<file path="src/rtl/decode_stage.sv">
// RV32I (+ optional M) decode stage. Each instruction is decoded as it is
// accepted and queued in a DEPTH-entry FIFO; every output comes from the
// registered head entry.
package rv32_pkg;
    typedef enum logic [3:0] {
        ALU_ADD = 4'd0, ALU_SUB, ALU_SLL, ALU_SLT, ALU_SLTU, ALU_XOR,
        ALU_SRL, ALU_SRA, ALU_OR, ALU_AND, ALU_PASS
    } alu_op_e;

    localparam logic [2:0] BR_EQ = 3'b000, BR_NE = 3'b001, BR_LT = 3'b100,
                           BR_GE = 3'b101, BR_LTU = 3'b110, BR_GEU = 3'b111;

    localparam logic [6:0] OPC_LUI      = 7'b0110111, OPC_AUIPC  = 7'b0010111,
                           OPC_JAL      = 7'b1101111, OPC_JALR   = 7'b1100111,
                           OPC_BRANCH   = 7'b1100011, OPC_LOAD   = 7'b0000011,
                           OPC_STORE    = 7'b0100011, OPC_OP_IMM = 7'b0010011,
                           OPC_OP       = 7'b0110011, OPC_MISC_MEM = 7'b0001111,
                           OPC_SYSTEM   = 7'b1110011;

    typedef struct packed {
        logic [4:0]  rd;
        logic [4:0]  rs1;
        logic [4:0]  rs2;
        logic [31:0] imm;
        alu_op_e     alu_op;
        logic [2:0]  branch_op;
        logic [2:0]  mem_size;
        logic        reg_write;
        logic        mem_read;
        logic        mem_write;
        logic        branch;
        logic        jump;
    } decoded_instr_t;
endpackage

module decode_stage import rv32_pkg::*; #(
    parameter int DEPTH         = 2,
    parameter int ENABLE_M      = 0,
    parameter int CHECK_ILLEGAL = 1
) (
    input  logic           clk_i,
    input  logic           rst_ni,
    input  logic           instr_valid_i,
    output logic           instr_ready_o,
    input  logic [31:0]    instr_raw_i,
    input  logic [31:0]    pc_i,
    input  logic           flush_i,
    output logic           dec_valid_o,
    input  logic           dec_ready_i,
    output decoded_instr_t decoded_instr_o,
    output logic [31:0]    pc_o,
    output logic           rs1_used_o,
    output logic           rs2_used_o,
    output logic           is_muldiv_o,
    output logic [2:0]     muldiv_op_o,
    output logic           illegal_o
);
    localparam int PW = (DEPTH > 1) ? $clog2(DEPTH) : 1;
    localparam int CW = $clog2(DEPTH + 1);

    typedef struct packed {
        decoded_instr_t dec;
        logic [31:0]    pc;
        logic           rs1_used;
        logic           rs2_used;
        logic           is_muldiv;
        logic [2:0]     muldiv_op;
        logic           illegal;
    } entry_t;

    logic [6:0]  opc, f7;
    logic [2:0]  f3;
    logic [31:0] imm_i, imm_s, imm_b, imm_u, imm_j;
    decoded_instr_t dec;
    logic        rs1_u, rs2_u, md, bad, ill;
    entry_t      ent;

    assign opc   = instr_raw_i[6:0];
    assign f3    = instr_raw_i[14:12];
    assign f7    = instr_raw_i[31:25];
    assign imm_i = {{20{instr_raw_i[31]}}, instr_raw_i[31:20]};
    assign imm_s = {{20{instr_raw_i[31]}}, instr_raw_i[31:25], instr_raw_i[11:7]};
    assign imm_b = {{20{instr_raw_i[31]}}, instr_raw_i[7], instr_raw_i[30:25],
                    instr_raw_i[11:8], 1'b0};
    assign imm_u = {instr_raw_i[31:12], 12'b0};
    assign imm_j = {{12{instr_raw_i[31]}}, instr_raw_i[19:12], instr_raw_i[20],
                    instr_raw_i[30:21], 1'b0};

    // alt selects SUB/SRA in the funct3 slots that have a funct7[5] variant
    function automatic alu_op_e alu_f3(input logic [2:0] f, input logic alt);
        case (f)
            3'b000:  return alt ? ALU_SUB : ALU_ADD;
            3'b001:  return ALU_SLL;
            3'b010:  return ALU_SLT;
            3'b011:  return ALU_SLTU;
            3'b100:  return ALU_XOR;
            3'b101:  return alt ? ALU_SRA : ALU_SRL;
            3'b110:  return ALU_OR;
            default: return ALU_AND;
        endcase
    endfunction

    always_comb begin
        dec     = '0;
        dec.rd  = instr_raw_i[11:7];
        dec.rs1 = instr_raw_i[19:15];
        dec.rs2 = instr_raw_i[24:20];
        rs1_u   = 1'b0;
        rs2_u   = 1'b0;
        md      = 1'b0;
        bad     = 1'b0;
        case (opc)
            OPC_LUI: begin
                dec.reg_write = 1'b1;
                dec.alu_op    = ALU_PASS;
                dec.imm       = imm_u;
            end
            OPC_AUIPC: begin
                dec.reg_write = 1'b1;
                dec.imm       = imm_u;
            end
            OPC_JAL: begin
                dec.reg_write = 1'b1;
                dec.jump      = 1'b1;
                dec.imm       = imm_j;
            end
            OPC_JALR: begin
                dec.reg_write = 1'b1;
                dec.jump      = 1'b1;
                dec.imm       = imm_i;
                rs1_u         = 1'b1;
                bad           = (f3 != 3'b000);
            end
            OPC_BRANCH: begin
                dec.branch    = 1'b1;
                dec.branch_op = f3;
                dec.imm       = imm_b;
                rs1_u         = 1'b1;
                rs2_u         = 1'b1;
                bad           = (f3[2:1] == 2'b01);
            end
            OPC_LOAD: begin
                dec.reg_write = 1'b1;
                dec.mem_read  = 1'b1;
                dec.mem_size  = f3;
                dec.imm       = imm_i;
                rs1_u         = 1'b1;
                bad           = (f3 == 3'b011) || (f3[2:1] == 2'b11);
            end
            OPC_STORE: begin
                dec.mem_write = 1'b1;
                dec.mem_size  = f3;
                dec.imm       = imm_s;
                rs1_u         = 1'b1;
                rs2_u         = 1'b1;
                bad           = (f3 > 3'b010);
            end
            OPC_OP_IMM: begin
                dec.reg_write = 1'b1;
                dec.imm       = imm_i;
                dec.alu_op    = alu_f3(f3, (f3 == 3'b101) && (f7 == 7'b0100000));
                rs1_u         = 1'b1;
                if (f3 == 3'b001)      bad = (f7 != 7'b0000000);
                else if (f3 == 3'b101) bad = (f7 != 7'b0000000) && (f7 != 7'b0100000);
            end
            OPC_OP: begin
                dec.reg_write = 1'b1;
                rs1_u         = 1'b1;
                rs2_u         = 1'b1;
                if (ENABLE_M != 0 && f7 == 7'b0000001)
                    md = 1'b1;
                else if (f7 == 7'b0000000)
                    dec.alu_op = alu_f3(f3, 1'b0);
                else if (f7 == 7'b0100000 && (f3 == 3'b000 || f3 == 3'b101))
                    dec.alu_op = alu_f3(f3, 1'b1);
                else
                    bad = 1'b1;
            end
            OPC_MISC_MEM: ;
            // SYSTEM, unknown opcodes and any word with bits[1:0] != 11
            default: bad = 1'b1;
        endcase
        ill = (CHECK_ILLEGAL != 0) && bad;
        if (ill) begin
            dec     = '0;
            dec.rd  = instr_raw_i[11:7];
            dec.rs1 = instr_raw_i[19:15];
            dec.rs2 = instr_raw_i[24:20];
            rs1_u   = 1'b0;
            rs2_u   = 1'b0;
            md      = 1'b0;
        end
    end

    assign ent = '{dec: dec, pc: pc_i, rs1_used: rs1_u, rs2_used: rs2_u,
                   is_muldiv: md, muldiv_op: md ? f3 : 3'b000, illegal: ill};

    entry_t          mem_q [DEPTH];
    entry_t          head;
    logic [PW-1:0]   rptr_q, rptr_d, wptr_q, wptr_d;
    logic [CW-1:0]   cnt_q, cnt_d;
    logic            push, pop;

    function automatic logic [PW-1:0] bump(input logic [PW-1:0] p);
        return (p == PW'(DEPTH - 1)) ? '0 : p + PW'(1);
    endfunction

    assign instr_ready_o = (cnt_q < CW'(DEPTH));
    assign dec_valid_o   = (cnt_q != '0);
    assign push          = instr_valid_i && instr_ready_o && !flush_i;
    assign pop           = dec_valid_o && dec_ready_i && !flush_i;

    always_comb begin
        cnt_d  = cnt_q;
        rptr_d = rptr_q;
        wptr_d = wptr_q;
        if (flush_i) begin
            cnt_d  = '0;
            rptr_d = '0;
            wptr_d = '0;
        end else begin
            if (push) wptr_d = bump(wptr_q);
            if (pop)  rptr_d = bump(rptr_q);
            if (push && !pop)      cnt_d = cnt_q + CW'(1);
            else if (!push && pop) cnt_d = cnt_q - CW'(1);
        end
    end

    always_ff @(posedge clk_i or negedge rst_ni) begin
        if (!rst_ni) begin
            cnt_q  <= '0;
            rptr_q <= '0;
            wptr_q <= '0;
        end else begin
            cnt_q  <= cnt_d;
            rptr_q <= rptr_d;
            wptr_q <= wptr_d;
        end
    end

    // Storage is deliberately left unreset; head fields are don't-care when empty.
    always_ff @(posedge clk_i) begin
        if (push) mem_q[wptr_q] <= ent;
    end

    assign head            = mem_q[rptr_q];
    assign decoded_instr_o = head.dec;
    assign pc_o            = head.pc;
    assign rs1_used_o      = head.rs1_used;
    assign rs2_used_o      = head.rs2_used;
    assign is_muldiv_o     = head.is_muldiv;
    assign muldiv_op_o     = head.muldiv_op;
    assign illegal_o       = head.illegal;
endmodule

</file>
<file path="config.mk">
export PLATFORM = sky130hd
export DESIGN_NAME = decode_stage
export DESIGN_NICKNAME = d
export VERILOG_FILES = /design/src/rtl/decode_stage.sv
export SDC_FILE = /design/constraint.sdc
export NUM_CORES = 1
export LEC_CHECK = 0
export ABC_AREA = 1
export BUFFER_PORTS_ARGS = -buffer_cell sky130_fd_sc_hd__buf_2
export CAP_MARGIN = 0
export CORE_ASPECT_RATIO = 1.1
export CORE_UTILIZATION = 45
export CTS_BUF_LIST = sky130_fd_sc_hd__clkbuf_4 sky130_fd_sc_hd__clkbuf_8 sky130_fd_sc_hd__clkbuf_16
export CTS_CLUSTER_DIAMETER = 60
export DETAILED_ROUTE_END_ITERATION = 12
export GPL_TIMING_DRIVEN = 0
export MAX_ROUTING_LAYER = met4
export PLACE_DENSITY = 0.7
export SYNTH_ARGS = -nofsm -noshare
export SYNTH_HDL_FRONTEND = slang
export SYNTH_SLANG_ARGS = --single-unit
</file>
<file path="constraint.sdc">
create_clock -name clk_i -period 8.6 [get_ports clk_i]
set_input_delay 1.72 -clock clk_i [delete_from_list [all_inputs] [get_ports clk_i]]
set_output_delay 1.72 -clock clk_i [all_outputs]
set_load 0.005 [all_outputs]
</file>
==> impl_metrics.py, run 1 <==
metrics = {
    "logic_synthesis": {
        "yosysMostFrequentCell": "nand2_1",
        "synth_xor_area_share_pct": 0.103,
        "synthFlopType": "edfxtp_1",
        "synthCells": 750,
        "synth_top_family_by_area": "simple AND/OR/NAND/NOR gates",
        "ys_warn_count": 0,
        "yosys.area.top_type_share_pct": 68.6,
        "synth_area_per_cell_um2": 11.3,
        "synth_compound_area_share_pct": 2.52,
        "synthTopCellsByCount": "337 x nand2_1, 194 x edfxtp_1, 35 x nor2_2",
        "ys_types": 35,
        "yosys.area.top_type": "edfxtp_1",
        "synthSimpleGateAreaFrac_pct": 24.2,
        "syn_area_um2": 8490,
        "synthMuxAreaShare_pct": 0,
        "synth_fa_ha_area_share_pct": 0,
        "synth.area.top_cells": "edfxtp_1 69%, nand2_1 15%, nor2_2 2.6%",
        "synthArstFlopShare_pct": 2.02,
        "ys_seq_area_share_pct": 69.8,
        "synth-seq-cells": 198,
        "synth_edf_count": 194,
    },
    "critical_path": {
        "slowest_stage": "buf_1",
        "crit_arrival_ps": 2420,
        "required_ps": 6880,
        "cp-start-kind": "register",
        "critical_path_class": "register to output port",
        "worst-path-max-fanout": 10,
        "cp_slowest_stage_delay_ps": 450,
        "cp_top_family": "buffers and inverters",
        "path_cells": "clkbuf_1 -> inv_2 -> clkbuf_1 -> buf_1 -> nand2_1 -> nand2_1 -> buf_2",
        "crit_buf_inv": 5,
        "cp-end-kind": "output port",
    },
    "timing": {
        "rsz0062_at_grt": "false",
        "fin_hold_ws_ps": 572,
        "skew_ps": 4.26,
        "finalHoldViolCount": 0,
        "finalSetupViolCount": 0,
        "final_max_slew_viol_count": 0,
        "slew_headroom_pct": 51.4,
        "layout_setup_ws_ps": 4460,
        "max_freq_ghz": 0.242,
        "worst_pin_slew_ps": 727,
        "period_needed_ps": 4140,
        "fin_crit_sh_pct": 48.1,
    },
    "final_layout": {
        "final_cells": 1204,
        "areaGrowthSynthToFinish_pct": 23.5,
        "antenna_cells": 0,
        "fin_nets": 1017,
        "fin_area_um2": 10500,
        "drive_gt1_share_pct": 30.6,
    },
    "placement": {
        "dp_slack_ps": 4840,
        "portBuffers": 166,
        "place_congestion": 0.859,
        "place.detailed.hpwl_um": 13600,
        "placedCellCount": 1172,
        "placed_area_um2": 9890,
    },
    "floorplan": {
        "dieArea_um2": 19400,
        "ioPinCount": 172,
        "start_util_pct": 46.1,
        "std_cell_rows": 52,
        "core_area_um2": 18400,
        "die_x_um": 133,
        "die_y_um": 146,
    },
    "detailed_routing": {
        "wl_met3_um": 896,
        "drt_first_pass_iters": 5,
        "dr_total_vias": 5751,
        "dr_wl_met2_um": 9310,
        "first_iter_violations": 280,
        "vias_per_cell": 4.78,
        "drcViolationCount": 0,
        "totalWireLength_um": 18500,
        "post_drt_wl_per_cell_um": 15.4,
        "top_layer": "met4",
        "wl_met1_um": 7870,
        "ant_nets": 0,
    },
    "clocking": {
        "clock-sinks": 198,
        "cts_max_level": 4,
        "insertion_delay_ps": 420,
        "clock_path_buffers": 2,
        "cts_tree": "built",
        "clock-root-buffer": "clkbuf_16",
        "ctsResizeCount": 0,
        "clkTransAtPathRegs_ps": 70,
        "post-cts-setup-buffer-count": 0,
        "holdBufCountCts": 0,
        "cts_made_buffers": 17,
    },
    "grt": {
        "grt_first_pass_wirelength_um": 29300,
        "grt_max_degree": 23,
        "grt_usage_pct": 20.7,
        "grt_pass1_vias": 5619,
        "antenna_found_initial": 0,
        "grt_remaining_overflow": 0,
    },
    "job": {
        "maxCapViolCount": 0,
    },
    "power": {
        "vdd_ir_drop_max_v": 0.000158,
        "power.density_nw_per_um2": 242,
        "leakage_uw": 0.00435,
        "finalPower_uw": 2540,
    },
    "hold_path": {
        "hold_class": "register to register",
    },
    "outcome": {
        "run_status": "complete, no violations",
    },
}
[stage by stage]
step / setup TNS, ps / util [%]
finish: 0 / 56.9
global placement: -34760 / 52.4
global route: 0 / 56.9
CTS: 0 / 56.9
floorplan: 0 / -
detailed placement: 0 / 53.7
[state kept, by name, summed over array words and instances (netlist names)]
register / cells
wptr_q: 1
mem_q: 194
cnt_q: 2
rptr_q: 1
[layer usage]
layer | global-route usage (%) | vias to the layer above
li1 | - | 2893
met1 | 25.1 | 2653
met2 | 34.8 | 177
met3 | 3.78 | 28
met4 | 7.13 | 0
met5 | - | -
[kinds of logic (layout without fill, tap and decap cells)]
kind of cell,after synthesis,in the layout
simple gates,457,457
flops,198,198
buf+inv,57,265
compound gates,36,36
other cells,1,4
xor+xnor,1,1
[power by group]
| group | total [uW] | internal (uW) | switching, uW | leakage [uW] |
|---|---|---|---|---|
| Combinational | 592 | 218 | 373 | 0.00223 |
| Sequential | 1160 | 1140 | 19.7 | 0.00184 |
| Clock | 781 | 413 | 367 | 0.000286 |
[worst paths after layout]
check,depth (start not counted),start,to,slack [ps]
setup reg to reg,6,cnt_q[1],mem_q[0][75],6370
min in group asynchronous,1,rst_ni,cnt_q[0],1090
max in group asynchronous,1,rst_ni,rptr_q,7390
setup / recovery,7,rptr_q,decoded_instr_o[58],4460
hold / removal,1,wptr_q,wptr_q,570
hold reg to reg,1,wptr_q,wptr_q,570
[cells in the final DEF, fill, tap and decap left out, types with 7 or more instances in the layout]
| cell | Yosys | layout |
|---|---|---|
| a21oi_1 | 14 | 14 |
| a22oi_1 | 9 | 9 |
| buf_16 | 0 | 7 |
| buf_2 | 1 | 167 |
| clkbuf_1 | 20 | 20 |
| clkbuf_16 | 0 | 17 |
| edfxtp_1 | 194 | 194 |
| inv_1 | 17 | 17 |
| nand2_1 | 337 | 337 |
| nand2_2 | 8 | 8 |
| nand3_1 | 18 | 18 |
| nor2_1 | 34 | 33 |
| nor2_2 | 35 | 35 |
| nor2_4 | 13 | 14 |
| o21ai_0 | 8 | 8 |
[layout make-up]
class                   count  area [um2]
inverters                  25        98.8
clock inverters            15         164
fillers                  1577        7930
repair buffers            176        1070
plain buffers              32         185
clock buffers              17         425
flip-flops and latches    198        5930
well taps                 243         304
multi-input cells         498        2310
No activity file was read; power rests on OpenSTA's default activity.
==> inputs of run 2 (changes only) <==
==> constraint.sdc (replaced) <==
create_clock -name clk_i -period 4 [get_ports clk_i]
set_input_delay 0.8 -clock clk_i [delete_from_list [all_inputs] [get_ports clk_i]]
set_output_delay 0.8 -clock clk_i [all_outputs]
set_load 0.005 [all_outputs]
==> impl_metrics.py, run 2 (synthesis gave the netlist of run 1 again) <==
metrics = {
    "power": {
        "finalPower_uw": 5520,
        "vdd_ir_drop_max_v": 0.000357,
        "power.density_nw_per_um2": 529,
        "leakage_uw": 0.00433,
    },
    "critical_path": {
        "critical_path_class": "register to output port",
        "crit_buf_inv": 5,
        "cp-start-kind": "register",
        "cp-end-kind": "output port",
        "required_ps": 3200,
        "cp_top_family": "buffers and inverters",
        "ff2ff_path_depth": 5,
        "worst-path-max-fanout": 10,
        "crit_arrival_ps": 2490,
        "cp_slowest_stage_delay_ps": 490,
        "slowest_stage": "buf_1",
        "path_cells": "clkbuf_1 -> inv_2 -> clkbuf_1 -> buf_1 -> nand2_1 -> nand2_1 -> buf_2",
        "path_depth": 7,
    },
    "outcome": {
        "run_status": "complete, no violations",
    },
    "timing": {
        "worst_pin_slew_ps": 948,
        "fin_crit_sh_pct": 82.2,
        "finalSetupViolCount": 0,
        "rsz0062_at_grt": "false",
        "finalHoldViolCount": 0,
        "fin_hold_ws_ps": 163,
        "skew_ps": 5.50,
        "slew_headroom_pct": 36.6,
        "final_max_slew_viol_count": 0,
        "max_freq_ghz": 0.304,
        "period_needed_ps": 3290,
        "fin_tns_setup_ps": 0,
    },
    "job": {
        "maxCapViolCount": 0,
    },
    "final_layout": {
        "final_cell_mix": "337 x nand2_1, 194 x edfxtp_1, 167 x buf_2",
        "fin_area_um2": 10400,
        "top_regs": "mem_q (194), cnt_q (2)",
        "fill_cells": 1550,
        "largest_register_ffs": 194,
        "fin_nets": 1015,
        "drive_gt1_share_pct": 30.4,
        "regMostFlops": "mem_q",
        "final_common_cell": "nand2_1",
        "antenna_cells": 0,
        "areaGrowthSynthToFinish_pct": 23.0,
    },
    "clocking": {
        "insertion_delay_ps": 420,
        "post-cts-setup-buffer-count": 0,
        "cts_max_level": 4,
        "holdBufCountCts": 0,
        "clock-root-buffer": "clkbuf_16",
        "clock_path_buffers": 2,
        "cts_tree": "built",
        "ctsResizeCount": 0,
        "clkTransAtPathRegs_ps": 70,
        "clock-sinks": 198,
        "cts_made_buffers": 17,
    },
    "detailed_routing": {
        "totalWireLength_um": 18500,
        "post_drt_wl_per_cell_um": 15.4,
        "dr_total_vias": 5709,
        "ant_nets": 0,
        "drcViolationCount": 0,
        "first_iter_violations": 336,
        "drt_first_pass_iters": 5,
        "vias_per_cell": 4.75,
    },
    "floorplan": {
        "die_x_um": 133,
        "start_util_pct": 46.1,
        "ioPinCount": 172,
        "dieArea_um2": 19400,
        "die_y_um": 146,
        "core_area_um2": 18400,
        "std_cell_rows": 52,
    },
    "grt": {
        "grt_remaining_overflow": 0,
        "grt_max_degree": 29,
        "grt_pass1_vias": 5209,
        "antenna_found_initial": 0,
        "grt_first_pass_wirelength_um": 28400,
        "grt_usage_pct": 20.2,
    },
    "placement": {
        "place_congestion": 0.877,
        "portBuffers": 166,
        "place.detailed.hpwl_um": 13400,
        "placed_area_um2": 9830,
    },
    "hold_path": {
        "hold_class": "input pin to asynchronous set/reset pin",
    },
}
run 2: changes by cell type in the layout (fill, tap and decap cells not counted), moves of 2 or more:
cell / delta
bufinv_16: +3
inv_8: -4
clkinvlp_4: +2
buf_12: +3
clkinv_2: +3
clkinv_4: -4
buf_16: -4
run 2: stage by stage:
step           cells  setup slack [ps]  util (%)
4_1_cts         1201               639      56.7
3_5_place_dp    1170              1110      53.4
6_report        1201               711      56.7
5_1_grt         1201               465      56.7
3_3_place_gp    1162             -1200      52.4
2_1_floorplan    753               219         -
run 2: power breakdown:
group	switching (uW)	internal, uW	total, uW
Combinational	796	450	1250
Clock	719	1050	1770
Sequential	42.5	2460	2500
Total	1560	3960	5520
run 2: path summary, 6_finish.rpt:
kind                         from                   to  slack, ps
min reg2reg                wptr_q               wptr_q        550
min in group clk_i         wptr_q               wptr_q        550
min                        rst_ni             cnt_q[0]        160
max reg2reg                wptr_q         mem_q[1][73]       1850
max                        rptr_q  decoded_instr_o[58]        710
max in group asynchronous  rst_ni             cnt_q[1]       3730
run 2: final cells by class:
cell class	count	area, um2	share of cell area, %
flip-flops and latches	198	5930	56.8
multi-input cells	498	2310	22.1
repair buffers	174	1000	9.61
clock buffers	18	433	4.15
well taps	243	304	2.91
plain buffers	32	185	1.77
clock inverters	13	179	1.71
inverters	25	98.8	0.947
run 2: worst reg2reg max path, cell delays in order, from the launching register on:
cell and delay [ps]:
dfrtp_1 400, nand2_1 120, nor3_4 740, buf_16 250
buf_16 170, buf_16 170
run 2: layer usage:
layer	share of wire, %	routed length, um	vias up	GRT usage, %
li1	-	-	2879	-
met1	43	7950	2649	25.2
met2	51	9350	167	33.4
met3	5.2	960	14	3.68
met4	1.3	233	0	6.15
met5	0	0	-	-
==> inputs of run 3 (changes only) <==
==> constraint.sdc (replaced) <==
create_clock -name clk_i -period 3.1 [get_ports clk_i]
set_input_delay 0.62 -clock clk_i [delete_from_list [all_inputs] [get_ports clk_i]]
set_output_delay 0.62 -clock clk_i [all_outputs]
set_load 0.005 [all_outputs]
==> impl_metrics.py, run 3 (synthesis gave the netlist of run 1 again) <==
metrics = {
    "timing": {
        "period_needed_ps": 2810,
        "skew_ps": 9.94,
        "rsz0062_at_grt": "false",
        "worst_pin_slew_ps": 833,
        "finalHoldViolCount": 0,
        "max_freq_ghz": 0.356,
        "finalSetupViolCount": 0,
        "fin_hold_ws_ps": 379,
        "final_max_slew_viol_count": 0,
        "fin_crit_sh_pct": 90.7,
        "slew_headroom_pct": 44.3,
    },
    "critical_path": {
        "cp_top_family": "buffers and inverters",
        "worst-path-max-fanout": 10,
        "required_ps": 2480,
        "cp_slowest_stage_delay_ps": 430,
        "cp-end-kind": "output port",
        "crit_buf_inv": 4,
        "path_cells": "clkbuf_1 -> clkbuf_2 -> clkbuf_1 -> nand2_1 -> nand2_1 -> buf_2",
        "cp-start-kind": "register",
        "crit_arrival_ps": 2190,
        "slowest_stage": "clkbuf_1",
        "critical_path_class": "register to output port",
    },
    "clocking": {
        "clkTransAtPathRegs_ps": 70,
        "cts_max_level": 4,
        "cts_made_buffers": 17,
        "clock_path_buffers": 2,
        "clock-root-buffer": "clkbuf_16",
        "clock-sinks": 198,
        "cts_tree": "built",
        "post-cts-setup-buffer-count": 0,
        "insertion_delay_ps": 420,
    },
    "placement": {
        "portBuffers": 166,
        "place.detailed.hpwl_um": 13500,
        "placed_area_um2": 9840,
        "place_congestion": 0.875,
        "placedCellCount": 1170,
    },
    "final_layout": {
        "fin_util_pct": 56.8,
        "final_common_cell": "nand2_1",
        "regMostFlops": "mem_q",
        "top_regs": "mem_q (194), cnt_q (2)",
        "fin_nets": 1015,
        "final_cell_mix": "336 x nand2_1, 194 x edfxtp_1, 168 x buf_2",
        "drive_gt1_share_pct": 31.1,
        "fin_area_um2": 10500,
        "largest_register_ffs": 194,
        "areaGrowthSynthToFinish_pct": 23.3,
        "final_cells": 1205,
    },
    "detailed_routing": {
        "drcViolationCount": 0,
        "post_drt_wl_per_cell_um": 15.1,
        "totalWireLength_um": 18200,
        "ant_nets": 0,
        "vias_per_cell": 4.79,
        "drt_first_pass_iters": 6,
        "dr_total_vias": 5777,
        "first_iter_violations": 252,
    },
    "grt": {
        "grt_max_degree": 30,
        "grt_usage_pct": 19.9,
        "grt_remaining_overflow": 0,
        "antenna_found_initial": 3,
        "grt_first_pass_wirelength_um": 28100,
        "grt_pass1_vias": 5493,
    },
    "hold_path": {
        "hold_class": "input pin to register",
    },
    "floorplan": {
        "dieArea_um2": 19400,
        "start_util_pct": 46.1,
        "core_area_um2": 18400,
        "std_cell_rows": 52,
        "die_y_um": 146,
        "ioPinCount": 172,
        "die_x_um": 133,
    },
    "power": {
        "vdd_ir_drop_max_v": 0.000418,
        "power.density_nw_per_um2": 672,
        "leakage_uw": 0.00435,
    },
    "outcome": {
        "run_status": "complete, no violations",
    },
    "job": {
        "maxCapViolCount": 0,
    },
}
## run 3: cell count changes in the layout (fill, tap and decap cells not counted), sizes merged
cell         previous run  this run
clkinvlp                3         1
clkbuf                 38        36
dlygate4sd3             0         1
clkinv                  4         5
inv                    27        33
diode                   0         3
bufinv                  4         1
## run 3: path summary, 6_finish.rpt
path                                from                   to  slack, ps  depth (start not counted)
min in group asynchronous         rst_ni             cnt_q[0]        530                          2
worst max register to register  cnt_q[1]         mem_q[0][19]        980                          5
max in group asynchronous         rst_ni               rptr_q       2450                          2
worst max-delay path              rptr_q  decoded_instr_o[51]        290                          6
worst min register to register    wptr_q               wptr_q        580                          1
worst min-delay path            pc_i[31]         mem_q[0][34]        380                          1
## run 3: metrics by stage
step                setup TNS [ps]  worst slack [ps]  total power, uW
floorplan                   -44690              -461             4120
global placement           -246320             -1900             4870
detailed placement               0               372             4940
CTS                              0              20.6             7110
global route                     0               108             7370
finish                           0               290             7030
## run 3: metal layers
metal / up-vias / global-route usage [%] / routed length [um]
met2: 198 / 34.4 / 9520
met4: 0 / 8.22 / 452
met1: 2665 / 22.8 / 7300
met3: 26 / 3.68 / 961
li1: 2888 / - / -
met5: - / - / 0
## run 3: timing repair
action                                 CTS  global route
resized for setup                        1             6
endpoints found under the hold margin    4             0
setup endpoints to repair               10            23
hold buffers                             1             0
## run 3: power breakdown
part,leakage (uW),internal (uW),switching [uW]
Sequential,0.00184,3170,57.9
Combinational,0.00222,587,1020
Clock,0.000296,1160,1030
## run 3: layout make-up
class / count / area [um2]
diodes: 3 / 7.51
plain buffers: 31 / 186
clock buffers: 17 / 425
clock inverters: 15 / 175
fillers: 1519 / 7950
inverters: 25 / 103
multi-input cells: 498 / 2310
flip-flops and latches: 198 / 5930
well taps: 243 / 304
repair buffers: 175 / 1030
